File: src/rtl/fpga_rst_seq.sv
// fpga_rst_seq: board reset sequencer releasing NUM_CH active-low resets in order.
// Optional watchdog is compiled in when FPGA_RST_WDT_EN is defined.
module fpga_rst_seq #(
  parameter int NUM_CH     = 3,
  parameter int DEB_W      = 16,
  parameter int DEB_CYCLES = 50000,
  parameter int GAP_W      = 8,
  parameter int GAP_CYCLES = 16
`ifdef FPGA_RST_WDT_EN
  ,parameter int WDT_CYCLES = 2**20
`endif
) (
  input  logic              sys_clk,
  input  logic              sys_rst_n,
  input  logic              btn_rst_n,
  input  logic              sw_rst_req,
`ifdef FPGA_RST_WDT_EN
  input  logic              wdt_kick,
`endif
  output logic [NUM_CH-1:0] rst_b_o,
  output logic              seq_done,
  output logic [1:0]        rst_cause
);
  typedef enum logic [1:0] {HOLD, RELEASE, RUN} state_t;
  state_t            state_q;
  logic [1:0]        rsync_q, bsync_q, cause_q, cause_d;
  logic [DEB_W-1:0]  deb_cnt_q;
  logic [GAP_W-1:0]  gap_q;
  logic [NUM_CH-1:0] rst_q, rst_d;
  logic              deb_q, done_q, deb_flip, btn_trig, wdt_trig, trig, gap_last;

  assign deb_flip = (bsync_q[1] != deb_q) && (deb_cnt_q == DEB_W'(DEB_CYCLES - 1));
  assign btn_trig = deb_flip && deb_q;
  assign trig     = btn_trig || sw_rst_req || wdt_trig;
  assign cause_d  = btn_trig ? 2'b01 : sw_rst_req ? 2'b10 : 2'b11;
  assign gap_last = gap_q == GAP_W'(GAP_CYCLES - 1);
  assign rst_d    = (rst_q << 1) | NUM_CH'(1);

  // release synchroniser: the sequencer starts once both stages read high
  always_ff @(posedge sys_clk or negedge sys_rst_n)
    if (!sys_rst_n) rsync_q <= '0;
    else rsync_q <= {rsync_q[0], 1'b1};

  // button synchroniser and debouncer; count only while the input disagrees
  always_ff @(posedge sys_clk or negedge sys_rst_n)
    if (!sys_rst_n) begin
      bsync_q   <= 2'b11;
      deb_q     <= 1'b1;
      deb_cnt_q <= '0;
    end else begin
      bsync_q   <= {bsync_q[0], btn_rst_n};
      deb_q     <= deb_flip ? bsync_q[1] : deb_q;
      deb_cnt_q <= (bsync_q[1] == deb_q || deb_flip) ? '0 : deb_cnt_q + 1'b1;
    end

`ifdef FPGA_RST_WDT_EN
  logic [31:0] wdt_q;
  assign wdt_trig = (state_q == RUN) && (wdt_q == 32'(WDT_CYCLES - 1));
  // watchdog: counts unkicked RUN cycles, held at zero elsewhere
  always_ff @(posedge sys_clk or negedge sys_rst_n)
    if (!sys_rst_n) wdt_q <= '0;
    else wdt_q <= (state_q == RUN && !trig && !wdt_kick) ? wdt_q + 1'b1 : '0;
`else
  assign wdt_trig = 1'b0;
`endif

  // sequencer: hold, release one channel per gap (shifting ones in), then run
  always_ff @(posedge sys_clk or negedge sys_rst_n)
    if (!sys_rst_n) begin
      state_q <= HOLD;
      rst_q   <= '0;
      done_q  <= 1'b0;
      cause_q <= 2'b00;
      gap_q   <= '0;
    end else if (rsync_q[1]) begin
      if (trig) begin
        state_q <= HOLD;
        rst_q   <= '0;
        done_q  <= 1'b0;
        cause_q <= cause_d;
        gap_q   <= '0;
      end else if (state_q == RUN) done_q <= 1'b1;
      else if (deb_q) begin
        gap_q <= gap_last ? '0 : gap_q + 1'b1;
        if (gap_last) begin
          rst_q   <= rst_d;
          state_q <= rst_d[NUM_CH-1] ? RUN : RELEASE;
        end
      end
    end

  assign rst_b_o   = rst_q;
  assign seq_done  = done_q;
  assign rst_cause = cause_q;
endmodule
File: config.mk
export PLATFORM = sky130hd
export DESIGN_NAME = fpga_rst_seq
export DESIGN_NICKNAME = d
export VERILOG_FILES = /design/src/rtl/fpga_rst_seq.sv
export SDC_FILE = /design/constraint.sdc
export NUM_CORES = 1
export LEC_CHECK = 0
export BUFFER_PORTS_ARGS = -buffer_cell sky130_fd_sc_hd__buf_2
export CORE_ASPECT_RATIO = 0.7
export CORE_UTILIZATION = 27
export CTS_BUF_LIST = sky130_fd_sc_hd__clkbuf_16
export CTS_CLUSTER_SIZE = 28
export DETAILED_ROUTE_END_ITERATION = 8
export SLEW_MARGIN = 5
export SYNTH_ARGS = -nofsm -noshare
export SYNTH_HDL_FRONTEND = slang
export SYNTH_SLANG_ARGS = --single-unit
File: constraint.sdc
create_clock -name sys_clk -period 5.3 [get_ports sys_clk]
set_clock_uncertainty 0.05 [all_clocks]
set_input_delay 1.06 -clock sys_clk [delete_from_list [all_inputs] [get_ports sys_clk]]
set_output_delay 1.06 -clock sys_clk [all_outputs]
set_load 0.02 [all_outputs]
* Yosys cells after proc, flatten, opt, wreduce, memory -nomap -nowiden *
Cells that the tools add are included.

word-level totals
  bits in registers = 37
  output and inout bits = 6
  word-level logic and storage cells = 46

operators by class
  add/subtract/negate cells = 2
  eq/ne operators = 6
  muxes and demuxes = 18
  reductions and logical operators = 11

operators by type and width
  operator                                       number
  two-way mux 8 bit                              4
  adder 16 x 1 -> 16 bit, second input constant  1
  == test 16 bit, second input constant          1
  two-way mux 16 bit                             1
  two-way mux 2 bit                              6
  two-way mux 3 bit                              4
  adder 8 x 1 -> 8 bit, second input constant    1
  == test 8 x 4 -> 1 bit, second input constant  1
  nonzero test 2 bit                             3
  AND reduction 2 bit                            2
  AND reduction 4 bit                            1
  two-way mux 1 bit                              3
  AND reduction 3 bit                            1
  == test 2 bit, second input constant           1
  logical AND 1 bit                              2
  logical OR 1 bit                               2
  != test 2 bit, second input constant           1
  == test 1 bit                                  1
  != test 1 bit                                  1

* Depth between registers and ports, before layout *
Gate-level depths: netlist of run 1.

  word-level depth = 6
  gate-level depth with buffers = 6

* Worst setup path after synthesis of run 1 *
No wires, ideal clock.

  path kind = input-to-reg
  start point = input sw_rst_req
  end point = register rst_q[1] (netlist: rst_b_o[1])
  library setup time = 0.125 ns
  data arrival time = 2.163 ns
  path slack = 2.963 ns
  stages on the path = 5
  buffers on the path = 1
  path through = clkbuf_1 o21a_1 nand4_1 o211ai_4 mux2_2

on the way
  word-level cells in the longest chain between the ends = 3

RTL lines
  item                                                           RTL line  source
  start, declared                                                16        input logic sw_rst_req,
  logical OR 1 bit (*)                                           34        assign trig = btn_trig || sw_rst_req || wdt_trig;
  != test 2 bit (no line) or nonzero test 2 bit (tied branches)  n/a
  AND reduction 4 bit (no line)                                  n/a
  end signal, assigned                                           86        rst_q <= rst_d;
  end, declared                                                  29        logic [NUM_CH-1:0] rst_q, rst_d;

Mark *: on every way between the ends. The rest lies on a longest branch, timed or not.
A chain may end at the register's enable or synchronous reset.

* Worst setup path in the final report of run 1 *
  start point = input sw_rst_req
  end point = register state_q[0]

on the way
  word-level cells in the longest chain between the ends = 3

RTL lines
  item                                                           RTL line  source
  logical OR 1 bit (*)                                           34
  != test 2 bit (no line) or nonzero test 2 bit (tied branches)  n/a
  AND reduction 4 bit (no line)                                  n/a
  end signal, assigned                                           87        state_q <= rst_d[NUM_CH-1] ? RUN : RELEASE;
  end, declared                                                  25        state_t state_q;

Marks and branches as above.

==> impl_metrics.env, run 1 <==
export IMPL_holdPathStages=0
export IMPL_insertion_delay_ns=0.27
export IMPL_multiInputGateArea_um2=832
export IMPL_startpoint_type="input pin"
export IMPL_cp_required_ns=5.41
export IMPL_synth_cell_types=40
export IMPL_routed_wl_um=3490
export IMPL_cp_endpoint="state_q[0]"
export IMPL_first_iter_violations=72
export IMPL_cts_num_sinks=36
export IMPL_diodes=0
export IMPL_htreeDepth=2
export IMPL_final_nets=189
export IMPL_final_cell_mix="dfrtp_1 (33), nor2_1 (23), a21oi_1 (12), xnor2_1 (11)"
export IMPL_grt_pass1_vias=1236
export IMPL_cts_reportedPaths_clkPinSlew_ns=0.05
export IMPL_power_density_mw_per_mm2=315
export IMPL_regToRegSetupSlack_ns=3.34
export IMPL_synth_edf_count=0
export IMPL_rr_endpoint="state_q[0]"
export IMPL_vdd_drop_max_uv=112
export IMPL_num_vias=1274
export IMPL_startpoint="sw_rst_req"
export IMPL_drtAntennaViolNets=0
export IMPL_routed_via_density=4.86
export IMPL_tritoncts="yes"
export IMPL_synthFlopType="dfrtp_1"
export IMPL_power_uw=651
export IMPL_crit_fanout=9
export IMPL_dieHeight_um=70.1
export IMPL_cp_end_kind="register"
export IMPL_placed_area_mm2=0.00190
export IMPL_hold_viol_final=0
export IMPL_first_pass_iters=4
export IMPL_syn_num_nets=179
export IMPL_drc=0
export IMPL_cp_depth=5
export IMPL_grt_use_total_pct=11.3
export IMPL_yosysWarnings=0
export IMPL_cts_root_buf="clkbuf_16"
export IMPL_slew_viol_final=0
export IMPL_syn_area_per_cell_um2=10.3
export IMPL_cpPeakStageDelay_ns=0.37
export IMPL_final_setup_tns_ns=0
export IMPL_core_area_mm2=0.00631
export IMPL_crit_arrival_ns=2.23
export IMPL_initial_utilization_pct=28.4
export IMPL_port_buffers=9
export IMPL_path_buf_inv=1
export IMPL_stdcell_count=262
export IMPL_crit_path_cell_trace="buf_2, o21a_1, nand4_1, o211ai_4, mux2_2"
export IMPL_status="complete, no violations"
export IMPL_tritoncts_num_buffers=5
export IMPL_cp_top_family="compound AO/OA/AOI/OAI gates"
export IMPL_wire_per_inst_um=13.3
export IMPL_drv_cap=0
export IMPL_num_rows=24
export IMPL_rsz0062_at_grt="no"
export IMPL_grt_max_degree=37
export IMPL_ios=10
export IMPL_place_congestion=0.860
export IMPL_hold_class="reg2reg"
export IMPL_fp_dieW_um=99.3
export IMPL_final_seq_area_um2=905
export IMPL_ys_seq_area_share_pct=50.6
export IMPL_ys_seq_elements=36
export IMPL_finalInstanceArea_mm2=0.00206
export IMPL_final_common_cell="dfrtp_1"
export IMPL_setup_viol=0
export IMPL_leakagePower_nw=0.852
export IMPL_die_area_mm2=0.00696
export IMPL_antenna_found_initial=0
export IMPL_hpwl_um=2520
export IMPL_max_slew_margin_rel_pct=48.0
export IMPL_finalCriticalPeriod_ns=2.12
export IMPL_synthCells=173
export IMPL_reg2reg_from="gap_q[4]"
export IMPL_tightestPinTransition_ns=0.781
export IMPL_fmax_mhz=471
export IMPL_grt_ovfl_total=0
export IMPL_ctsResizeCount=0
export IMPL_grt_pass1_wl_um=6060
export IMPL_area_delta_synth_final_pct=15.5
export IMPL_synth_area_mm2=0.00179
export IMPL_cts_hold_buffers=0
export IMPL_drive_gt1_share_pct=16.8
export IMPL_timing_final_crit_share_pct=40.1
export IMPL_ff2ff_path_depth=4
export IMPL_post_cts_buffers=0
export IMPL_slowest_stage="mux2_2"
export IMPL_nFillCells=639
export IMPL_cts_path_max_buffers=2
export IMPL_synth_async_reset_ratio_pct=100
export IMPL_criticalPathCategory="in2reg"
export IMPL_placed_cells=254
metrics by stage:
step / setup slack, ns / utilization, % / hold WS [ns]
floorplan: 2.96 / - / 0.281
global placement: 2.97 / 30.2 / 0.284
detailed placement: 2.91 / 30.2 / 0.290
CTS: 3.21 / 32.7 / 0.303
global route: 3.10 / 32.7 / 0.304
finish: 3.18 / 32.7 / 0.298
worst register-to-register path, stage by stage, from the launching register on:
cell and delay (ns):
dfrtp_1 0.41, nor4_1 0.52, nand4_1 0.28, o211ai_4 0.21
mux2_2 0.37
power by group:
| group | total, mW | switching [mW] | internal, mW |
|---|---|---|---|
| sequential | 0.295 | 0.00921 | 0.286 |
| clock | 0.321 | 0.103 | 0.218 |
| combinational | 0.0338 | 0.0194 | 0.0144 |
sequential cells by signal, indices dropped and copies added (netlist names):
signal,cells
deb_q,1
seq_done,1
state_q,2
rst_cause,2
bsync_q,2
rsync_q,2
deb_cnt_q,16
gap_q,8
rst_b_o,2
synthesized netlist by cell type (all sizes together), types with 3 or more instances:
cell type | n | area (um^2)
a21oi | 12 | 60.1
and3 | 4 | 25.0
buf | 3 | 17.5
clkbuf | 3 | 11.3
dfrtp | 33 | 826
dfstp | 3 | 78.8
inv | 6 | 22.5
mux2 | 6 | 67.6
nand2 | 8 | 30.0
nand2b | 3 | 18.8
nand3 | 9 | 45.0
nand4 | 6 | 50.0
nor2 | 23 | 86.3
nor3 | 4 | 20.0
nor4 | 5 | 31.3
o21ai | 6 | 33.8
xnor2 | 11 | 96.3
xor2 | 5 | 43.8
area by class of cell:
cell class	instances	area share, %
clock buffer	5	6.06
clock inverter	3	1.82
inverter	6	1.09
multi-input combinational	125	40.3
sequential	36	43.8
tap	78	4.73
timing repair buffer	9	2.18
logic make-up after synthesis:
| group | count (synthesis) | synth area share (%) |
|---|---|---|
| AO/OA/AOI/OAI | 27 | 9.80 |
| XOR/XNOR | 16 | 7.84 |
| adder cells (fa/ha/maj) | 2 | 1.40 |
| buffers and inverters | 12 | 2.87 |
| flip-flops | 36 | 50.6 |
| multiplexers | 6 | 3.78 |
| other | 1 | 0.210 |
| AND/OR/NAND/NOR | 73 | 23.5 |
per-layer routing:
| metal | global-route usage [%] | part of all wire [%] | vias up |
|---|---|---|---|
| li1 | - | - | 637 |
| met5 | 0 | 0 | - |
| met2 | 14.9 | 39 | 23 |
| met4 | 3.43 | 0.80 | 0 |
| met3 | 3.80 | 4.4 | 2 |
| met1 | 17.1 | 56 | 612 |
worst min path at each step:
stage,from,slack (ns),endpoint
final,rsync_q[0],0.30,rsync_q[1]
after global routing,rsync_q[0],0.30,rsync_q[1]
after CTS,rsync_q[0],0.30,rsync_q[1]
after detailed placement,rsync_q[0],0.29,rsync_q[1]
after global placement,rsync_q[0],0.28,rsync_q[1]
after floorplan,rsync_q[0],0.28,rsync_q[1]
No activity file was read; power rests on OpenSTA's default activity.
==> run 2, diff against run 1 <==
- ABC_AREA: unset -> 1
- clock period: 5.3 -> 2.1 ns (I/O delays scaled with it)
==> run 2 against run 1 <==
  * Global-route usage decreased by 0.12 points
  * Combinational power increased to 4.1 times the previous value
  * First-iteration DRC count increased by 61%
  * Setup slack got worse by 2.8 ns
  * Critical path depth increased by 3
  * Sequential cell count unchanged
  * Utilization decreased by 0.22 points
  * Highest routed layer unchanged
==> impl_metrics.env, run 2 <==
export IMPL_status="complete, no violations"
export IMPL_tritoncts_num_buffers=5
export IMPL_yosysMostFrequentCell="nand2_1"
export IMPL_hpwl_um=2750
export IMPL_cts_hold_buffers=0
export IMPL_cts_root_buf="clkbuf_16"
export IMPL_leakagePower_nw=1.01
export IMPL_first_pass_iters=4
export IMPL_power_density_mw_per_mm2=723
export IMPL_hold_viol_final=0
export IMPL_routed_via_density=4.26
export IMPL_ios=10
export IMPL_crit_path_cell_trace="ha_1, nand3_1, nor2_2, nand2_1, o21ai_1, buf_4, a21oi_1, o21a_1"
export IMPL_synth_top_area_share_pct=43.3
export IMPL_cts_path_max_buffers=2
export IMPL_grt_pass1_wl_um=6430
export IMPL_synth_edf_count=0
export IMPL_synthFlopType="dfrtp_1"
export IMPL_yosysWarnings=0
export IMPL_synth_common_cells="nand2_1 (52), dfrtp_1 (33), inv_1 (31), nor2_1 (31), nand3_1 (20)"
export IMPL_synth_cell_types=32
export IMPL_ys_top_cells_by_area="dfrtp_1 (43%), nand2_1 (10%), inv_1 (6.1%)"
export IMPL_finalCriticalPeriod_ns=1.73
export IMPL_syn_num_nets=243
export IMPL_diodes=0
export IMPL_grt_pass1_vias=1338
export IMPL_port_buffers=9
export IMPL_cp_end_kind="register"
export IMPL_ys_seq_area_share_pct=47.4
export IMPL_crit_arrival_ns=1.85
export IMPL_syn_area_per_cell_um2=8.05
export IMPL_reg_top3="deb_cnt_q (16), gap_q (8)"
export IMPL_cts_reportedPaths_clkPinSlew_ns=0.06
export IMPL_synthCells=237
export IMPL_synth_top_area_cell="dfrtp_1"
export IMPL_die_area_mm2=0.00741
export IMPL_num_vias=1475
export IMPL_routed_wl_um=3710
export IMPL_insertion_delay_ns=0.28
export IMPL_final_cell_mix="nand2_1 (52), dfrtp_1 (33), inv_1 (31), nor2_1 (31), nand3_1 (20)"
export IMPL_drv_cap=0
export IMPL_drc=0
export IMPL_regMostFlops="deb_cnt_q"
export IMPL_rsz0062_at_grt="no"
export IMPL_cts_num_sinks=36
export IMPL_tritoncts="yes"
export IMPL_criticalPathCategory="reg2reg"
export IMPL_slowest_stage="dfrtp_1"
export IMPL_final_common_cell="nand2_1"
export IMPL_synth_area_mm2=0.00191
export IMPL_initial_utilization_pct=28.1
export IMPL_post_cts_buffers=0
export IMPL_power_mw=1.60
export IMPL_antenna_found_initial=0
export IMPL_slew_viol_final=0
export IMPL_ys_seq_elements=36
export IMPL_final_nets=257
export IMPL_hold_ws_ns=0.0412
export IMPL_num_rows=25
export IMPL_hold_class="in2async"
export IMPL_final_setup_tns_ns=0
export IMPL_vdd_drop_max_uv=257
export IMPL_htreeDepth=2
export IMPL_fp_dieW_um=102
export IMPL_setup_slack_ns=0.366
export IMPL_grt_use_total_pct=11.2
export IMPL_largest_reg_flops=16
export IMPL_area_delta_synth_final_pct=15.7
export IMPL_wire_per_inst_um=10.7
export IMPL_cpPeakStageDelay_ns=0.37
export IMPL_drive_gt1_share_pct=16.3
export IMPL_cp_required_ns=2.22
export IMPL_grt_ovfl_total=0
export IMPL_place_congestion=0.868
export IMPL_nFillCells=707
export IMPL_setup_viol=0
export IMPL_timing_final_crit_share_pct=82.6
export IMPL_ctsResizeCount=0
export IMPL_first_iter_violations=116
export IMPL_core_area_mm2=0.00679
export IMPL_grt_max_degree=37
export IMPL_crit_fanout=10
export IMPL_synth_async_reset_ratio_pct=100
export IMPL_fmax_mhz=577
export IMPL_startpoint_type="register"
export IMPL_drtAntennaViolNets=0
export IMPL_dp_slack_ns=0.399
export IMPL_dieHeight_um=72.3
-- run 2: critical path, delay by kind of cell, from the launching register on --
kind | cells | cell delay (ns)
fa+ha+maj | 1 | 0.20
buf+inv | 1 | 0.20
simple gates | 3 | 0.53
compound gates | 3 | 0.26
flops | 1 | 0.37
-- run 2: cell type report --
type | count | area [um^2] | area share [%]
well taps | 94 | 118 | 5.33
multi-input cells | 165 | 853 | 38.7
clock inverters | 3 | 13.8 | 0.624
inverters | 32 | 120 | 5.44
clock buffers | 5 | 125 | 5.67
flip-flops and latches | 36 | 905 | 41.0
repair buffers | 11 | 72.6 | 3.29
-- run 2: power by group --
| part | internal (mW) | switching, mW |
|---|---|---|
| Combinational | 0.0461 | 0.0904 |
| Sequential | 0.727 | 0.0234 |
| Clock | 0.431 | 0.278 |
-- run 2: through the flow --
step                cell area (um^2)  std cells  util, %
floorplan                       1910        237        -
global placement                2070        338     30.5
detailed placement              2070        338     30.5
CTS                             2210        346     32.5
global route                    2210        346     32.5
finish                          2210        346     32.5
-- run 2: path summary, 6_finish.rpt --
| check | from | end | slack, ns | cells past startpoint |
|---|---|---|---|---|
| min in group sys_clk | btn_rst_n | bsync_q[0] | 0.20 | 1 |
| hold / removal | sys_rst_n | gap_q[5] | 0.04 | 2 |
| setup reg to reg | deb_cnt_q[0] | deb_cnt_q[9] | 0.37 | 8 |
| hold reg to reg | rsync_q[0] | rsync_q[1] | 0.30 | 0 |
| setup / recovery | deb_cnt_q[0] | deb_cnt_q[9] | 0.37 | 8 |
| max in group asynchronous | sys_rst_n | bsync_q[0] | 1.70 | 2 |
-- run 2: layer usage --
metal  global-route usage (%)  up-vias  routed length [um]
met2                     13.2       20                1340
met4                     4.76        0                  67
li1                         -      778                   -
met3                     2.89        8                 153
met5                        0        -                   0
met1                     18.2      669                2150
-- run 2: kinds of logic (layout without fill, tap and decap cells) --
logic type	Yosys count	in the layout	share of synthesized area, %
xor+xnor	5	5	2.29
other cells	1	1	0.197
compound gates	24	24	8.07
simple gates	133	133	32.9
flops	36	36	47.4
buf+inv	36	51	7.87
fa+ha+maj	2	2	1.31
